--- config.mk ---
export PLATFORM = sky130hd
export DESIGN_NAME = iir_cascade_scheduler
export DESIGN_NICKNAME = d
export VERILOG_FILES = /design/src/rtl/iir_sched_pkg.sv /design/src/rtl/iir_mac_unit.sv /design/src/rtl/iir_cascade_scheduler.sv
export SDC_FILE = /design/constraint.sdc
export NUM_CORES = 2
export LEC_CHECK = 0
export ABC_AREA = 1
export BUFFER_PORTS_ARGS = -buffer_cell sky130_fd_sc_hd__clkbuf_2
export CELL_PAD_IN_SITES_DETAIL_PLACEMENT = 0
export CELL_PAD_IN_SITES_GLOBAL_PLACEMENT = 1
export CORE_ASPECT_RATIO = 1.1
export CORE_UTILIZATION = 48
export CTS_CLUSTER_SIZE = 8
export DETAILED_ROUTE_END_ITERATION = 8
export PLACE_DENSITY_LB_ADDON = 0.1
export REMOVE_ABC_BUFFERS = 1
export SLEW_MARGIN = 20
export SYNTH_ARGS = -nofsm -noshare
export SYNTH_HDL_FRONTEND = slang
export SYNTH_HIERARCHICAL = 1
export SYNTH_SLANG_ARGS = --single-unit
--- constraint.sdc ---
create_clock -name clk -period 18.4 [get_ports clk]
set_clock_uncertainty 0.05 [all_clocks]
set_input_delay 0 -clock clk [delete_from_list [all_inputs] [get_ports clk]]
set_output_delay 0 -clock clk [all_outputs]
set_load 0.01 [all_outputs]
--- src/rtl/iir_sched_pkg.sv ---
// Shared types and sizing helpers for the time-multiplexed biquad cascade.
package iir_sched_pkg;

  typedef enum logic [1:0] {
    IDLE = 2'd0,
    MAC  = 2'd1,
    WB   = 2'd2
  } state_t;

  localparam logic [2:0] SEL_B0 = 3'd0;
  localparam logic [2:0] SEL_B1 = 3'd1;
  localparam logic [2:0] SEL_B2 = 3'd2;
  localparam logic [2:0] SEL_A1 = 3'd3;
  localparam logic [2:0] SEL_A2 = 3'd4;
  localparam int NUM_TAPS = 5;

  // Four guard bits cover the sum of five full-scale products.
  function automatic int acc_width(input int dw, input int cw);
    return dw + cw + 4;
  endfunction

  function automatic int sat_max(input int dw);
    return (1 << (dw - 1)) - 1;
  endfunction

  function automatic int sat_min(input int dw);
    return -(1 << (dw - 1));
  endfunction

endpackage

--- src/rtl/iir_mac_unit.sv ---
// Shared multiply-accumulate: one signed product per enabled cycle, floor-shift and saturate on output.
module iir_mac_unit
  import iir_sched_pkg::*;
#(
  parameter int DW   = 12,
  parameter int CW   = 14,
  parameter int FRAC = 11
) (
  input  logic                 clk,
  input  logic                 en,
  input  logic                 clr,
  input  logic                 sub,
  input  logic signed [DW-1:0] din,
  input  logic signed [CW-1:0] coef,
  output logic signed [DW-1:0] y
);

  localparam int PW = DW + CW;
  localparam int AW = acc_width(DW, CW);
  localparam logic signed [AW-1:0] YMAX = AW'(sat_max(DW));
  localparam logic signed [AW-1:0] YMIN = AW'(sat_min(DW));

  logic signed [PW-1:0] prod_p0;
  logic signed [AW-1:0] prod_ext_p0;
  logic signed [AW-1:0] acc_p1;

  function automatic logic signed [DW-1:0] shift_sat(input logic signed [AW-1:0] a);
    logic signed [AW-1:0] s;
    s = a >>> FRAC;
    if (s > YMAX) s = YMAX;
    else if (s < YMIN) s = YMIN;
    return s[DW-1:0];
  endfunction

  assign prod_p0     = PW'(din) * PW'(coef);
  assign prod_ext_p0 = AW'(prod_p0);

  // p0 -> p1: accumulate (first product of a stage is loaded, not added)
  always_ff @(posedge clk) begin
    if (en) begin
      if (clr) acc_p1 <= sub ? -prod_ext_p0 : prod_ext_p0;
      else     acc_p1 <= sub ? acc_p1 - prod_ext_p0 : acc_p1 + prod_ext_p0;
    end
  end

  assign y = shift_sat(acc_p1);

endmodule

--- src/rtl/iir_cascade_scheduler.sv ---
// Biquad cascade evaluated on one shared MAC: five products then a write-back per stage.
module iir_cascade_scheduler
  import iir_sched_pkg::*;
#(
  parameter int N_STAGES = 4,
  parameter int DW       = 12,
  parameter int CW       = 14,
  parameter int FRAC     = 11
) (
  input  logic                 clk,
  input  logic                 rst,
  input  logic                 in_valid,
  output logic                 in_ready,
  input  logic signed [DW-1:0] in_data,
  output logic                 out_valid,
  output logic signed [DW-1:0] out_data,
  output logic                 busy,
  input  logic                 cfg_we,
  input  logic [2:0]           cfg_stage,
  input  logic [2:0]           cfg_sel,
  input  logic signed [CW-1:0] cfg_data,
  output logic                 cfg_err,
  input  logic                 clr_state
);

  localparam int SW = (N_STAGES > 1) ? $clog2(N_STAGES) : 1;
  localparam logic signed [CW-1:0] UNITY = CW'(1 << FRAC);

  state_t state_q, state_d;
  logic [2:0]    k;
  logic [SW-1:0] s;
  logic          accept, last, mac_en, wb, cfg_ok;

  logic signed [CW-1:0] coef [N_STAGES][NUM_TAPS];
  logic signed [DW-1:0] x1 [N_STAGES];
  logic signed [DW-1:0] x2 [N_STAGES];
  logic signed [DW-1:0] y1 [N_STAGES];
  logic signed [DW-1:0] y2 [N_STAGES];
  logic signed [DW-1:0] sample_p0, stage_x, din, mac_y;
  logic signed [CW-1:0] coef_op;

  assign in_ready = (state_q == IDLE) && !rst;
  assign busy     = (state_q != IDLE);
  assign accept   = in_valid && in_ready;
  assign last     = (s == SW'(N_STAGES - 1));
  assign cfg_ok   = (int'(cfg_stage) < N_STAGES) && (cfg_sel <= SEL_A2);

  always_comb begin
    state_d = state_q;
    mac_en  = 1'b0;
    wb      = 1'b0;
    case (state_q)
      IDLE: if (accept) state_d = MAC;
      MAC: begin
        mac_en = 1'b1;
        if (k == 3'd4) state_d = WB;
      end
      WB: begin
        wb      = 1'b1;
        state_d = last ? IDLE : MAC;
      end
      default: state_d = IDLE;
    endcase
  end

  always_ff @(posedge clk or posedge rst) begin
    if (rst) begin
      state_q   <= IDLE;
      k         <= '0;
      s         <= '0;
      out_valid <= 1'b0;
      cfg_err   <= 1'b0;
    end else begin
      state_q   <= state_d;
      k         <= (state_q == MAC) ? k + 3'd1 : 3'd0;
      if (state_q == IDLE) s <= '0;
      else if (wb)         s <= last ? '0 : s + SW'(1);
      out_valid <= wb && last;
      cfg_err   <= cfg_we && ((state_q != IDLE) || !cfg_ok);
    end
  end

  always_ff @(posedge clk) begin
    if (accept) sample_p0 <= in_data;
  end

  // Stage 0 reads the captured sample; later stages read the previous stage's fresh y1.
  assign stage_x = (s == '0) ? sample_p0 : y1[s - SW'(1)];

  always_comb begin
    din = stage_x;
    case (k)
      SEL_B1:  din = x1[s];
      SEL_B2:  din = x2[s];
      SEL_A1:  din = y1[s];
      SEL_A2:  din = y2[s];
      default: din = stage_x;
    endcase
  end

  assign coef_op = coef[s][k];

  iir_mac_unit #(.DW(DW), .CW(CW), .FRAC(FRAC)) u_mac (
    .clk  (clk),
    .en   (mac_en),
    .clr  (k == SEL_B0),
    .sub  (k == SEL_A2),
    .din  (din),
    .coef (coef_op),
    .y    (mac_y)
  );

  // p1 -> p2: stage write-back, coefficient and delay-line updates
  always_ff @(posedge clk or posedge rst) begin
    if (rst) begin
      out_data <= '0;
      for (int i = 0; i < N_STAGES; i++) begin
        x1[i] <= '0;
        x2[i] <= '0;
        y1[i] <= '0;
        y2[i] <= '0;
        for (int j = 0; j < NUM_TAPS; j++) coef[i][j] <= (j == 0) ? UNITY : '0;
      end
    end else begin
      if (state_q == IDLE && cfg_we && cfg_ok)
        coef[cfg_stage[SW-1:0]][cfg_sel] <= cfg_data;
      if (state_q == IDLE && clr_state) begin
        for (int i = 0; i < N_STAGES; i++) begin
          x1[i] <= '0;
          x2[i] <= '0;
          y1[i] <= '0;
          y2[i] <= '0;
        end
      end
      if (wb) begin
        x2[s] <= x1[s];
        x1[s] <= stage_x;
        y2[s] <= y1[s];
        y1[s] <= mac_y;
        if (last) out_data <= mac_y;
      end
    end
  end

endmodule

# ---- Word level (Yosys, flattened, before mapping)
# Index checks and enable logic that the tools add are counted.
dict set report word_totals {
  output_inout_bits 16
  inputBits 37
  word_cells 155
  regBits 535
}
dict set report classes {
  reduce_logical 21
  muxes 57
  multipliers 1
  eq_ne 9
  bitwise_logic 5
  n_addsub 6
  n_lt_le_gt_ge 12
}
# op count
set op_table {}
lappend op_table {{$mux W48} 8}
lappend op_table {{$bwmux W280} 1}
lappend op_table {{$mux W70} 3}
lappend op_table {{$bwmux W48} 4}
lappend op_table {{$mux W12} 14}
lappend op_table {{$bmux W70 S2} 1}
lappend op_table {{$demux W70 S2} 1}
lappend op_table {{$bmux W12 S2} 5}
lappend op_table {{$mux W30} 3}
lappend op_table {{$pmux W12 S4} 1}
lappend op_table {{$bmux W14 S3} 1}
lappend op_table {{$demux W14 S3} 1}
lappend op_table {{$mux W14} 3}
lappend op_table {{$add A30 B26 Y30} 1}
lappend op_table {{$neg A26 Y30} 1}
lappend op_table {{$sub A30 B26 Y30} 1}
lappend op_table {{$mul A12 B14 Y26} 1}
lappend op_table {{$demux W12 S2} 1}
lappend op_table {{$gt A19 B12 Y1 const B} 1}
lappend op_table {{$lt A19 B12 Y1 const B} 1}
lappend op_table {{$logic_and A1 B1 Y1} 11}
lappend op_table {{$mux W2} 5}
lappend op_table {{$ge A3 B3 Y1 const B} 3}
lappend op_table {{$not A2 Y3} 3}
lappend op_table {{other kinds (25)} 36}

# ---- Depth between registers and ports, before layout
dict set report logic_depth {
  ltp_word 11
  mapped_depth 55
  mapped_depth_nobuf 50
}

# ---- Hierarchy
# Netlist, hierarchy kept.
# mod seq_area_each_um2 cells_per_inst area_per_inst_um2 n_inst
set modules_own_cells {}
lappend modules_own_cells {iir_cascade_scheduler 12702.2 3244 24723.7 1}
lappend modules_own_cells {iir_mac_unit 900.9 1650 11089.4 1}

# ---- Worst setup path before layout
# OpenSTA, ideal clock, no wires.
dict set report synth_path {
  kind {register to register}
  from {register s[1]}
  to {register u_mac.acc_p1[28] (data pin)}
  setup_time_ns 0.256
  required_time_ns 18.094
  period_less_slack_ns 8.857
  arrival_time_ns 8.551
  slack_ns 9.543
  n_path_buf 5
  stages_incl_launch_ff 45
  path_cell_list {dfrtp_1 inv_1 clkbuf_1 clkbuf_1 ha_1 buf_2 clkinv_1 clkbuf_1 o211ai_1 nand3_1 a21oi_1 nor2_1 clkbuf_1 nand2_1 fa_1 inv_1 ha_1 inv_1 [... 9 more ...] a21oi_1 nand3_1 xnor2_1 nand2_1 nor3_1 nand3_1 xor2_1 nand2_1 o21ai_0 ha_1 nand2_1 or4_1 inv_1 nand3_1 o21ai_0 a21oi_1 o21ai_0 nand2_1}
}
dict set report synth_via {
  elab_chain_len 11
  word_cells_on_any_way 34
  cone_classes {add/sub: 4; mul: 1; mux: 26; bitwise: 2; reduce/logical: 1}
}
# item line_no
set synth_lines {}
lappend synth_lines {{start, declared} iir_cascade_scheduler.sv:31} ;# logic [SW-1:0] s;
lappend synth_lines {{start signal, assigned} iir_cascade_scheduler.sv:77} ;# else if (wb) s <= last ? '0 : s + SW'(1);
lappend synth_lines {{$sub A2 B1 Y2} iir_cascade_scheduler.sv:88} ;# assign stage_x = (s == '0) ? sample_p0 : y1[s - SW'(1)];
lappend synth_lines {{$not A2 Y3 (not written as such)} iir_cascade_scheduler.sv:88}
lappend synth_lines {{$bmux W12 S2} iir_cascade_scheduler.sv:88}
lappend synth_lines {{$mux W12 (not written as such) (2 in series)} iir_cascade_scheduler.sv:88}
lappend synth_lines {{$mux W12} iir_cascade_scheduler.sv:88}
lappend synth_lines {{$pmux W12 S4 (*)} iir_cascade_scheduler.sv:92} ;# case (k)
lappend synth_lines {{net din[2]} iir_cascade_scheduler.sv:39} ;# logic signed [DW-1:0] sample_p0, stage_x, din, mac_y;
lappend synth_lines {{$mul A12 B14 Y26 (*)} iir_mac_unit.sv:35} ;# assign prod_p0 = PW'(din) * PW'(coef);
lappend synth_lines {{$add A30 B26 Y30, or another cell as far along} iir_mac_unit.sv:42} ;# else acc_p1 <= sub ? acc_p1 - prod_ext_p0 : acc_p1 + prod_ext_p0;
lappend synth_lines {{$mux W30, on equally long branches} {iir_mac_unit.sv:42, iir_mac_unit.sv:41}}
lappend synth_lines {{$mux W30 (*)} iir_mac_unit.sv:41} ;# if (clr) acc_p1 <= sub ? -prod_ext_p0 : prod_ext_p0;
lappend synth_lines {{end signal, assigned} iir_mac_unit.sv:41}
lappend synth_lines {{end signal, assigned} iir_mac_unit.sv:42}
lappend synth_lines {{end, declared} iir_mac_unit.sv:25} ;# logic signed [AW-1:0] acc_p1;
# The timed path passes the listed nets; every way through them passes the cells marked *. The select of a mux whose other input is x is not followed.
# A chain may end at the register's enable or synchronous reset.

# ---- Final worst setup path
dict set report layout_path {
  from {register s[0]}
  to {register u_mac.acc_p1[24] (data pin)}
}
# The elaborated chain is that of the path after synthesis.

==> flow_summary.toml <==
[global_routing]
grt-ovfl-total = 0
first_pass_grt_wire_length_um = 172000
antenna_found_initial = 0
first_global_vias = 30200
globalRouteTotalUtil_pct = 28.6
grt_start_max_net_pins = 176

[routing]
detail_route.wl_per_cell_um = 18.3
drc = 0
detail-route-antenna-nets = 0
routed_via_density = 5.36
drt_pre_antenna_iters = 6
number_of_drc_markers_after_the_initial_detailed_route_iteration = 2835
routed-via-count = 31100
route.final.wire_length_um = 106000

[place]
buffer_ports.inserted = 52
detailedPlacementHpwl_um = 67900
routabilityCongestion = 0.864

[sta]
min_period_ns = 11.04
report.final.setup_viol = 0
timing_worst_slew_pin_value_ns = 1.08
finalHoldViolCount = 0
timing.slew.headroom_pct = 27.9
setup-tns-final_ns = 0
rsz0062_at_grt = "no"
maxClockFrequency_mhz = 90.5
share_of_the_cycle_needed_by_the_critical_path_after_routing_pct = 60.0
final_max_slew_viol_count = 0

[floorplan]
pin_count = 53
floorplan.die_area_mm2 = 0.0757
die_h_um = 288
standard_cell_row_count = 104
core_region_area_mm2 = 0.0735
initial_core_util_pct = 48.7
chipWidth_um = 262

[layout]
flow.area_growth_from_synthesis_pct = 8.85
antenna_cells_inserted = 0
post_route_cells_drive_above_1_share_pct = 5.26
fin_nets = 5108

[setup_path]
critical_path.slowest_cell = "sky130_fd_sc_hd__dfrtp_4"
max_stage_delay_ns = 1.05
worst_setup_path_start_kind = "register"
crit_path_frequent_cell = "sky130_fd_sc_hd__nand2_1"
timing.critical_path.fanout_max = 137
crit_required_ns = 18.72
worst-endpoint-arrival_ns = 11.36
cp-end-kind = "register"
timing_worst_setup_path_type = "reg2reg"

[clock_network]
tritoncts_clock_tree = "yes"
insertion_delay_ns = 0.63
cts.htree.levels = 3
post_cts.repair.setup_buffers = 0
cts-root-buf = "sky130_fd_sc_hd__clkbuf_16"
maximum_root_to_sink_buffer_count = 3
cts_sinks = 535
clk_transition_reported_paths_ns = 0.07
numCtsBuffers = 77

[run_status]
run_status = "finished, final reports clean"

[logic_synthesis]
post_synthesis_instance_total = 4894
ys_warn_count = 6
async_reset_ff_share_pct = 92.1
synth_enable_flop_cells = 42
synth-seq-cells = 535
yosys_most_used_dff = "sky130_fd_sc_hd__dfrtp_1"
seq_total_area_yosys_pct = 38.0
yosysUniqueCellTypes = 55
synth_area_mm2 = 0.0358
avgSynthCellArea_um2 = 7.32

[flow_run]
timing.max_cap.violations = 0

[min_path]
min_path_type = "in2reg"
[synth_stat cells (14+ instances only)]
| cell type | count | area, um2 |
|---|---|---|
| sky130_fd_sc_hd__nand2_1 | 1511 | 5670 |
| sky130_fd_sc_hd__inv_1 | 662 | 2480 |
| sky130_fd_sc_hd__nand3_1 | 643 | 3220 |
| sky130_fd_sc_hd__dfrtp_1 | 489 | 12200 |
| sky130_fd_sc_hd__o21ai_0 | 400 | 2000 |
| sky130_fd_sc_hd__nor2_1 | 212 | 796 |
| sky130_fd_sc_hd__clkbuf_1 | 168 | 631 |
| sky130_fd_sc_hd__fa_1 | 159 | 3180 |
| sky130_fd_sc_hd__o21ai_1 | 102 | 510 |
| sky130_fd_sc_hd__ha_1 | 94 | 1180 |
| sky130_fd_sc_hd__a21oi_1 | 88 | 440 |
| sky130_fd_sc_hd__buf_2 | 71 | 355 |
| sky130_fd_sc_hd__edfxtp_1 | 42 | 1260 |
| sky130_fd_sc_hd__xor2_1 | 32 | 280 |
| sky130_fd_sc_hd__buf_1 | 29 | 109 |
| sky130_fd_sc_hd__or2_2 | 16 | 100 |
| sky130_fd_sc_hd__o22ai_1 | 15 | 93.8 |
| sky130_fd_sc_hd__and2_1 | 14 | 87.6 |
[flip-flops by register name, indices dropped and copies added (netlist names)]
signal	flops
x1	48
x2	48
out_data	12
coef	280
y1	48
k	3
cfg_err	1
u_mac/acc_p1	30
out_valid	1
y2	48
state_q	2
s	2
sample_p0	12
[cells in the final DEF (no fill, tap or decap), types with 14 or more instances in the layout]
master                          instances
sky130_fd_sc_hd__nor2_1               207
sky130_fd_sc_hd__xor2_1                32
sky130_fd_sc_hd__o21ai_0              400
sky130_fd_sc_hd__nand3_1              643
sky130_fd_sc_hd__fa_1                 159
sky130_fd_sc_hd__ha_1                  94
sky130_fd_sc_hd__and2_1                14
sky130_fd_sc_hd__clkbuf_16             77
sky130_fd_sc_hd__inv_1                658
sky130_fd_sc_hd__edfxtp_1              42
sky130_fd_sc_hd__a21oi_1               88
sky130_fd_sc_hd__dfrtp_1              487
sky130_fd_sc_hd__dlygate4sd3_1         32
sky130_fd_sc_hd__or2_2                 16
sky130_fd_sc_hd__buf_4                 34
sky130_fd_sc_hd__nand2_1             1507
sky130_fd_sc_hd__clkbuf_1              23
sky130_fd_sc_hd__clkbuf_2              52
sky130_fd_sc_hd__o21ai_1              102
sky130_fd_sc_hd__o22ai_1               15
[path summary, 6_finish.rpt]
check,startpoint,depth (start not counted),slack (ns),to
max reg2reg,s[0],44,7.36,u_mac/acc_p1[24]
max in group asynchronous,rst,5,15.97,y1[18]
min reg2reg,coef[207],2,0.42,coef[207]
max,s[0],44,7.36,u_mac/acc_p1[24]
min in group asynchronous,rst,3,0.16,coef[97]
min,in_data[9],2,0.05,sample_p0[9]
[through the flow]
| stage | hold slack [ns] | worst slack [ns] | cell area [um2] | utilization [%] | cells |
|---|---|---|---|---|---|
| 3_3_place_gp | 0.128 | 7.44 | 36500 | 49.6 | 5660 |
| 3_5_place_dp | 0.129 | 7.46 | 36500 | 49.6 | 5660 |
| 6_report | 0.0498 | 7.36 | 39000 | 53.0 | 5801 |
| 2_1_floorplan | 0.00485 | 1.83 | 34600 | - | 4617 |
| 4_1_cts | 0.00654 | 7.44 | 39000 | 53.0 | 5800 |
| 5_1_grt | 0.0522 | 6.54 | 39000 | 53.0 | 5801 |
[metal layers]
metal / track usage (%) / vias up / wire [um]
met5: 0 / - / 0
met4: 7.59 / 0 / 2370
met3: 4.19 / 135 / 6320
met2: 44.9 / 790 / 47100
met1: 41.4 / 14900 / 50300
li1: - / 15300 / -
[cell type report]
type,count,area [um2]
repair buffers,122,916
fillers,7349,34500
well taps,954,1190
multi-input cells,3409,18500
clock inverters,7,144
clock buffers,101,2030
inverters,673,2550
flip-flops and latches,535,13600
[cell families (layout without fill, tap and decap cells)]
family                     after synthesis  count (layout)  synth area share, %
adders and majority gates              253             253                 12.2
buffers and inverters                  950             903                 10.4
and+or+nand+nor                       2460            2460                 28.9
DFF                                    535             535                 38.0
AOI/OAI and AO/OA                      660             660                 9.68
xor gates and xnor gates                36              36                0.901
[what timing repair did]
item | in CTS | in global routing
resized for setup | 0 | 0
hold buffers | 32 | 0
endpoints found under the hold margin | 240 | 0
[critical path, delay by kind of cell (launching register included)]
| family | cells | cell delay (ns) |
|---|---|---|
| flops | 1 | 1.05 |
| buf+inv | 9 | 1.82 |
| simple gates | 17 | 2.16 |
| xor+xnor | 2 | 0.68 |
| fa+ha+maj | 8 | 3.83 |
| compound gates | 8 | 1.13 |
Power is not shown: default switching activity piles up to over one toggle a cycle in this logic, so the estimate is an artifact.
